===== config.mk =====
export PLATFORM = sky130hd
export DESIGN_NAME = vec_serializer
export DESIGN_NICKNAME = d
export VERILOG_FILES = /design/src/rtl/vec_serializer_pkg.sv /design/src/rtl/vec_serializer.sv
export SDC_FILE = /design/constraint.sdc
export NUM_CORES = 1
export LEC_CHECK = 0
export CORE_AREA = 2 2 124 90
export CTS_CLUSTER_DIAMETER = 200
export DETAILED_ROUTE_END_ITERATION = 12
export DIE_AREA = 0 0 126 92
export GPL_TIMING_DRIVEN = 0
export PLACE_DENSITY = 0.95
export SETUP_SLACK_MARGIN = 0.5
export SLEW_MARGIN = 30
export SYNTH_ARGS = -nofsm -noshare
export SYNTH_HDL_FRONTEND = slang
export SYNTH_SLANG_ARGS = --single-unit

===== constraint.sdc =====
create_clock -name clock -period 7.3 [get_ports clock]
set_input_delay 0.73 -clock clock [delete_from_list [all_inputs] [get_ports clock]]
set_output_delay 0.73 -clock clock [all_outputs]
set_load 0.005 [all_outputs]

===== src/rtl/vec_serializer_pkg.sv =====
// vec_serializer_pkg: shared vector-math types and default geometry
package vec_serializer_pkg;
    localparam int D_BITS_DEF   = 32;
    localparam int VEC_LEN_DEF  = 3;
    localparam int CNT_BITS_DEF = 16;
    typedef logic [VEC_LEN_DEF-1:0][D_BITS_DEF-1:0] vec_t;
    typedef enum logic {S_IDLE, S_SEND} state_t;
endpackage


===== src/rtl/vec_serializer.sv =====
// vec_serializer: pops one vector from an FWFT FIFO and writes its lanes, lane 0 first, to a scalar FIFO
module vec_serializer
    import vec_serializer_pkg::*;
#(
    parameter int D_BITS   = D_BITS_DEF,
    parameter int VEC_LEN  = VEC_LEN_DEF,
    parameter int CNT_BITS = CNT_BITS_DEF
) (
    input  logic                      clock,
    input  logic                      reset,
    input  logic [D_BITS*VEC_LEN-1:0] in_dout,
    input  logic                      in_empty,
    output logic                      in_rd_en,
    output logic [D_BITS-1:0]         out_din,
    output logic                      out_last,
    input  logic                      out_full,
    output logic                      out_wr_en,
    output logic [CNT_BITS-1:0]       vec_count
);
    localparam int IW = $clog2(VEC_LEN);
    localparam logic [IW-1:0] LAST = IW'(VEC_LEN - 1);

    state_t                          state, state_n;
    logic [IW-1:0]                   idx;
    logic [VEC_LEN-1:0][D_BITS-1:0]  hold;
    logic                            last;

    always_comb begin
        last      = idx == LAST;
        out_wr_en = !reset && state == S_SEND && !out_full;
        // a pop may share the cycle with the final lane write, giving back-to-back vectors
        in_rd_en  = !reset && !in_empty && (state == S_IDLE || (out_wr_en && last));
        out_din   = state == S_SEND ? hold[idx] : '0;
        out_last  = state == S_SEND && last;
        state_n   = in_rd_en ? S_SEND : (out_wr_en && last) ? S_IDLE : state;
    end

    always_ff @(posedge clock or posedge reset) begin
        if (reset) begin
            state     <= S_IDLE;
            idx       <= '0;
            hold      <= '0;
            vec_count <= '0;
        end else begin
            state <= state_n;
            if (in_rd_en) begin
                hold <= in_dout;
                idx  <= '0;
            end else if (out_wr_en) begin
                idx <= idx + IW'(1);
            end
            if (out_wr_en && last)
                vec_count <= vec_count + CNT_BITS'(1);
        end
    end
endmodule

==> results.txt, run 1 <==
routed len/inst: 18.2 um
CTS sink cnt: 115
Seq pwr share: 33.7%
combinational cell fraction of total power: 38.8%
Post-DP HPWL: 9460 um
1st-iter DRT viols: 199
die area: 11600 sq um
Std-Cell Rows: 32
Leak: 0.00323 uW
startpoint types: flop
post-synthesis adder-cell area fraction: 0.474%
worst hold path type: flop to flop
CTS tree: done
slew margin rel.: 61.1%
pwr/cell area: 423 nW/um^2
FF-to-FF path depth: 9
P_int: 2280 uW
Peak VDD IR: 253 uV
largest net degree at the start of global routing: 63
post-CTS sizing: 0
Compound-Gate Fraction of Synth Area: 3.53%
clock slew at reported path FFs: 50 ps
clk buf depth: 2
Die Y: 92 um
Final Cell Area: 7620 sq um
Critical R2R Capture: hold[20]$_DFFE_PP0P_
Arrival @ worst endpoint: 3220 ps
GRT Overall Usage: 24.5%
max_cap viols: 0
simple-gate portion of the synthesized area: 9.48%
Worst Tran Pin Value: 582 ps
clk root buf: clkbuf_16
outcome: completed
# hold bufs at CTS: 0
RSZ-0062 raised after global routing: no
worst setup path class: flop to primary output
Sw Ratio: 29.2%
Area Growth Syn to Fin: 44.3%
Die Wd: 126 um
CP endpoint kind: primary output
clock buffer count from CTS: 17
port bufs: 150
Synth cell types: 27
Fin Hold WS: 494 ps
Clock Latency Late Sink: 410 ps
share of layout cells above drive strength 1: 22.2%
drt pass-1 iters: 5
Reg2Reg Launch Point: idx[0]$_DFFE_PP0P_
Mapped Cells: 425
fin nets: 697
Syn Nets: 527
main combinational cell family by area after synthesis: multiplexers
H-tree level count: 4
Seq cells post-synth: 115
mux share of post-synthesis cell area: 26.7%
CP Max Fanout: 10
mapped cell area: 5280 sq um
Placed Instance Area: 6990 sq um
CP Data Required Time: 6570 ps
Overall Power: 3230 uW
Sw Pwr: 942 uW
XOR/XNOR Fraction of Synth Area: 2.65%
# DRC: 0
synthesized area per cell: 12.4 sq um
Boundary Pins: 151
post-CTS setup buffers: 0
count of final setup violators: 0
fmax: 253 MHz
vias per cell: 5.32
Clk pwr share: 27.5%
remaining global-route overflow: 0
Synth Warn #: 0
core region area: 10600 sq um
WL final: 13500 um
Hold Path Sink: hold[19]$_DFFE_PP0P_
initial antenna violation count: 0
Initial Utilization: 50.0%
hold-critical path depth: 1
fin util: 72.1%
post-synthesis sequential area ratio: 54.5%
Fin Setup TNS: 0 ps
fin crit period: 3950 ps
Clock Skew: 8.65 ps
R2R setup slack: 4480 ps
gp weighted congestion: 0.830
number of global-route vias before repair: 4229
Ant. Diodes: 0
final period utilization: 54.1%
total number of vias: 3955
Max Slew Vio Count: 0
final hold vios: 0
Routed Antenna Nets: 0
Hold Startpoint: hold[19]$_DFFE_PP0P_
first-pass GRT wire length: 21800 um
## placed cells by master, fill, tap and decap left out, types with 3 or more instances in the layout
| master | netlist | layout |
|---|---|---|
| and2_1 | 35 | 35 |
| buf_2 | 12 | 12 |
| bufinv_16 | 0 | 4 |
| clkbuf_1 | 13 | 15 |
| clkbuf_16 | 0 | 17 |
| clkbuf_8 | 0 | 4 |
| clkdlybuf4s50_1 | 0 | 150 |
| clkinv_2 | 0 | 3 |
| dfrtp_1 | 115 | 115 |
| mux2_1 | 10 | 10 |
| mux2_2 | 87 | 87 |
| mux2i_1 | 32 | 32 |
| nand2_1 | 38 | 38 |
| nand3_1 | 7 | 7 |
| nand4_1 | 5 | 5 |
| nor2_1 | 5 | 5 |
| o21ai_0 | 32 | 32 |
| xnor2_1 | 13 | 13 |
| xor2_1 | 3 | 3 |
## per-layer routing
layer / share of wire [%] / up-vias / global-route usage, %
met5: 0 / - / 0
met2: 49 / 140 / 40.8
met4: 0.75 / 0 / 6.04
met3: 6.5 / 12 / 7.41
met1: 44 / 1995 / 31.5
li1: - / 1808 / -
## worst max-delay path by stage
stage	startpoint	endpoint	slack, ps	cells past startpoint
after global placement	reset	hold[12]$_DFFE_PP0P_	1980	2
after CTS	idx[0]$_DFFE_PP0P_	in_rd_en	3330	8
after floorplan	reset	hold[0]$_DFFE_PP0P_	3530	1
after detailed placement	out_full	in_rd_en	3690	5
after global routing	idx[0]$_DFFE_PP0P_	in_rd_en	3150	8
final	idx[0]$_DFFE_PP0P_	in_rd_en	3350	8
## stage by stage
| step | setup WS (ps) | cells |
|---|---|---|
| finish | 3350 | 744 |
| global route | 3150 | 744 |
| CTS | 3330 | 744 |
| detailed placement | 3690 | 712 |
| global placement | 1980 | 711 |
| floorplan | 3530 | 425 |
## registers in the layout, indices dropped and copies added (netlist names)
name       count
vec_count     16
state          1
idx            2
hold          96
## cells by family after synthesis
family | after synthesis
mux | 129
flops | 115
simple gates | 98
compound gates | 35
buf+inv | 30
xor+xnor | 16
fa+ha+maj | 2
## power groups by stage
| stage | combinational [uW] | clock (uW) | sequential (uW) |
|---|---|---|---|
| 3_3_place_gp | 1210 | 0 | 1070 |
| 2_1_floorplan | 722 | 0 | 1040 |
| 5_1_grt | 1360 | 931 | 1120 |
| 6_report | 1250 | 888 | 1090 |
| 3_5_place_dp | 1250 | 0 | 1090 |
| 4_1_cts | 1260 | 898 | 1090 |
## layout make-up
type | instances | area (sq um)
buffer | 27 | 128
clock buffer | 23 | 488
clock inverter | 9 | 150
fill | 703 | 2950
inverter | 3 | 16.3
multi-input combinational | 280 | 2260
sequential | 115 | 2880
tap | 136 | 170
timing repair buffer | 151 | 1530
## Yosys cell counts
master	n	share of area, %
xnor2_1	13	2.2
buf_4	1	0.14
and2_1	35	4.1
nand2_1	38	2.7
nand3_1	7	0.66
o22ai_1	1	0.12
and3_1	2	0.24
mux2i_1	32	6.1
buf_6	1	0.21
inv_1	3	0.21
nor3_1	2	0.19
nand4_1	5	0.59
nand2b_1	1	0.12
o21ai_0	32	3.0
nor2_1	5	0.36
mux2_2	87	19
xor2_1	3	0.50
a211oi_1	1	0.14
nor2b_1	1	0.12
dfrtp_1	115	54
a211oi_2	1	0.24
ha_1	2	0.47
mux2_1	10	2.1
clkbuf_1	13	0.92
or2_2	1	0.12
buf_2	12	1.1
and4bb_1	1	0.24
## critical path: stages, from the launching register on
cell             delay (ps)
dfrtp_1                 360
clkbuf_1                210
clkbuf_1                310
inv_1                   120
ha_1                    210
nand2b_1                 80
a211oi_2                540
buf_2                   420
clkdlybuf4s50_1         560
No activity file was read; power rests on OpenSTA's default activity.
==> run 2, diff against run 1 <==
--- a/config.mk
+++ b/config.mk
@@ -5,12 +5,12 @@
 export SDC_FILE = /design/constraint.sdc
 export NUM_CORES = 1
 export LEC_CHECK = 0
-export CORE_AREA = 2 2 124 90
+export CORE_AREA = 2 2 129 93
 export CTS_CLUSTER_DIAMETER = 200
 export DETAILED_ROUTE_END_ITERATION = 12
-export DIE_AREA = 0 0 126 92
+export DIE_AREA = 0 0 131 95
 export GPL_TIMING_DRIVEN = 0
-export PLACE_DENSITY = 0.95
+export PLACE_DENSITY = 0.91
 export SETUP_SLACK_MARGIN = 0.5
 export SLEW_MARGIN = 30
 export SYNTH_ARGS = -nofsm -noshare
==> constraint.sdc (replaced) <==
create_clock -name clock -period 4.15 [get_ports clock]
set_input_delay 0.415 -clock clock [delete_from_list [all_inputs] [get_ports clock]]
set_output_delay 0.415 -clock clock [all_outputs]
set_load 0.005 [all_outputs]
==> results.txt, run 2 (synthesis results as in run 1) <==
Hold Startpoint: vec_count[15]$_DFFE_PP0P_
Reg with most FFs: hold
number of global-route vias before repair: 4239 (+0.24%)
RSZ-0062 raised after global routing: no
Ant. Diodes: 0 (unchanged)
commonest non-fill, non-tap cell in the layout: clkdlybuf4s50_1
final hold vios: 0 (unchanged)
CP endpoint kind: primary output
crit path cell chain: clkbuf_1 -> clkbuf_1 -> inv_1 -> ha_1 -> nand2b_1 -> a211oi_4 -> buf_2 -> clkdlybuf4s50_1
Post-DP HPWL: 9430 um (-0.32%)
Std-Cell Rows: 33 (+3.1%)
CP Data Required Time: 3730 ps (-2840 ps)
Arrival @ worst endpoint: 2930 ps (-290 ps)
Max Slew Vio Count: 0 (unchanged)
CP max-delay cell: clkdlybuf4s50_1
largest net degree at the start of global routing: 76 (+21%)
worst setup path class: flop to primary output
Top Family by Delay on Critical Path: buffers and inverters
CTS tree: done
routed len/inst: 17.7 um (-2.7%)
Reg2Reg Launch Point: idx[0]$_DFFE_PP0P_
Worst Tran Pin Value: 571 ps (-11.5 ps)
H-tree level count: 4 (unchanged)
fin util: 67.8% (-4.3 points)
R2R setup slack: 1490 ps (-2990 ps)
fmax: 299 MHz
Boundary Pins: 151 (unchanged)
first-pass GRT wire length: 21700 um (-0.60%)
FF-to-FF path depth: 10 (+1)
Clock Skew: 10.5 ps (+1.89 ps)
die area: 12400 sq um (+7.4%)
Buf/Inv on CP: 5 (unchanged)
Clock Latency Late Sink: 410 ps (about the same)
initial antenna violation count: 0 (unchanged)
CP max stage delay: 560 ps (about the same)
clk buf depth: 2 (unchanged)
pwr/cell area: 744 nW/um^2 (+76%)
vias per cell: 5.19 (-2.3%)
port bufs: 150 (unchanged)
count of final setup violators: 0 (unchanged)
core region area: 11400 sq um (+7.4%)
clk root buf: clkbuf_16
final period utilization: 80.5%
fin crit period: 3340 ps
clock slew at reported path FFs: 60 ps (about the same)
Hold Path Sink: vec_count[15]$_DFFE_PP0P_
Initial Utilization: 46.5% (-3.5 points)
drt pass-1 iters: 4 (-1)
fin nets: 700 (+0.43%)
startpoint types: flop
gp weighted congestion: 0.808 (-2.7%)
Largest regs: hold: 96 flops, vec_count: 16 flops, idx: 2 flops
number of flip-flops in the largest register: 96 (unchanged)
total number of vias: 3987 (+0.81%)
Area Growth Syn to Fin: 45.7%
slew margin rel.: 61.9% (+0.84 points)
worst hold path type: flop to flop
worst setup path startpoint: idx[0]$_DFFE_PP0P_
outcome: completed
# DRC: 0 (unchanged)
Overall Power: 5730 uW (+78%)
Leak: 0.00324 uW (+0.52%)
1st-iter DRT viols: 181 (-9.0%)
share of layout cells above drive strength 1: 22.9% (+0.71 points)
CTS sink cnt: 115 (unchanged)
CP Max Fanout: 10 (unchanged)
cell mode on critical path: clkbuf_1
max_cap viols: 0 (unchanged)
Die Wd: 131 um (+4.0%)
Die Y: 95 um (+3.3%)
Peak VDD IR: 490 uV (+94%)
Critical R2R Capture: hold[14]$_DFFE_PP0P_
hold-critical path depth: 1 (unchanged)
clock buffer count from CTS: 17 (unchanged)
GRT Overall Usage: 23.8% (-0.66 points)
remaining global-route overflow: 0 (unchanged)
WL final: 13600 um (+0.44%)
Routed Antenna Nets: 0 (unchanged)
commonest non-fill, non-tap cells in the layout: clkdlybuf4s50_1 (150), dfrtp_1 (115), mux2_2 (87), nand2_1 (38), and2_1 (35)
==> run 2: changes by cell type in the layout (fill, tap and decap cells not counted) <==
| cell | before | now |
|---|---|---|
| buf_4 | 1 | 4 |
| clkbuf_1 | 15 | 13 |
| clkinv_2 | 3 | 1 |
| clkinvlp_4 | 2 | 4 |
| a211oi_2 | 1 | 0 |
| a211oi_4 | 0 | 1 |
| inv_6 | 1 | 2 |
| inv_8 | 0 | 1 |
==> run 2: repair_timing <==
action	in CTS	in global routing
gates resized for setup	1	0
endpoints found under the hold margin	0	0
hold buffers	0	0
setup buffers	0	3
endpoints found under the setup margin	1	1
pin swaps	0	1
==> run 2: cell type report <==
type | count | area, sq um
buffer | 27 | 128
clock buffer | 21 | 480
clock inverter | 11 | 173
fill | 802 | 3660
inverter | 3 | 18.8
multi-input combinational | 280 | 2270
sequential | 115 | 2880
tap | 157 | 196
timing repair buffer | 154 | 1550
==> run 2: how the worst max path moves through the flow <==
stage | to | slack (ps) | cells after the start
2_1_floorplan | hold[0]$_DFFE_PP0P_ | 690 | 1
5_1_grt | in_rd_en | 610 | 8
4_1_cts | in_rd_en | 580 | 8
3_5_place_dp | in_rd_en | 970 | 8
3_3_place_gp | vec_count[6]$_DFFE_PP0P_ | -890 | 2
6_report | in_rd_en | 810 | 8
==> run 2: power by group <==
part	leakage, uW	internal [uW]	switching (uW)
logic	0.00154	1330	890
clock network	0.000308	1070	525
registers	0.00140	1630	286
==> run 2: through the flow <==
step | cells | hold slack (ps) | cell area, sq um | setup TNS (ps) | setup slack, ps
final | 768 | 475 | 7700 | 0 | 809
after global routing | 768 | 502 | 7700 | 0 | 605
after floorplan | 425 | 457 | 5280 | 0 | 691
after CTS | 765 | 479 | 7670 | 0 | 583
after detailed placement | 733 | 469 | 7010 | 0 | 968
after global placement | 732 | 460 | 6980 | -102300 | -892
==> run 2: routing by layer <==
layer  vias to the layer above  global-route usage, %  share of wire [%]
li1                       1811                      -                  -
met4                         0                   9.84                1.9
met2                       156                   38.3                 47
met3                        21                   6.69                7.1
met5                         -                      0                  0
met1                      1999                   30.4                 44
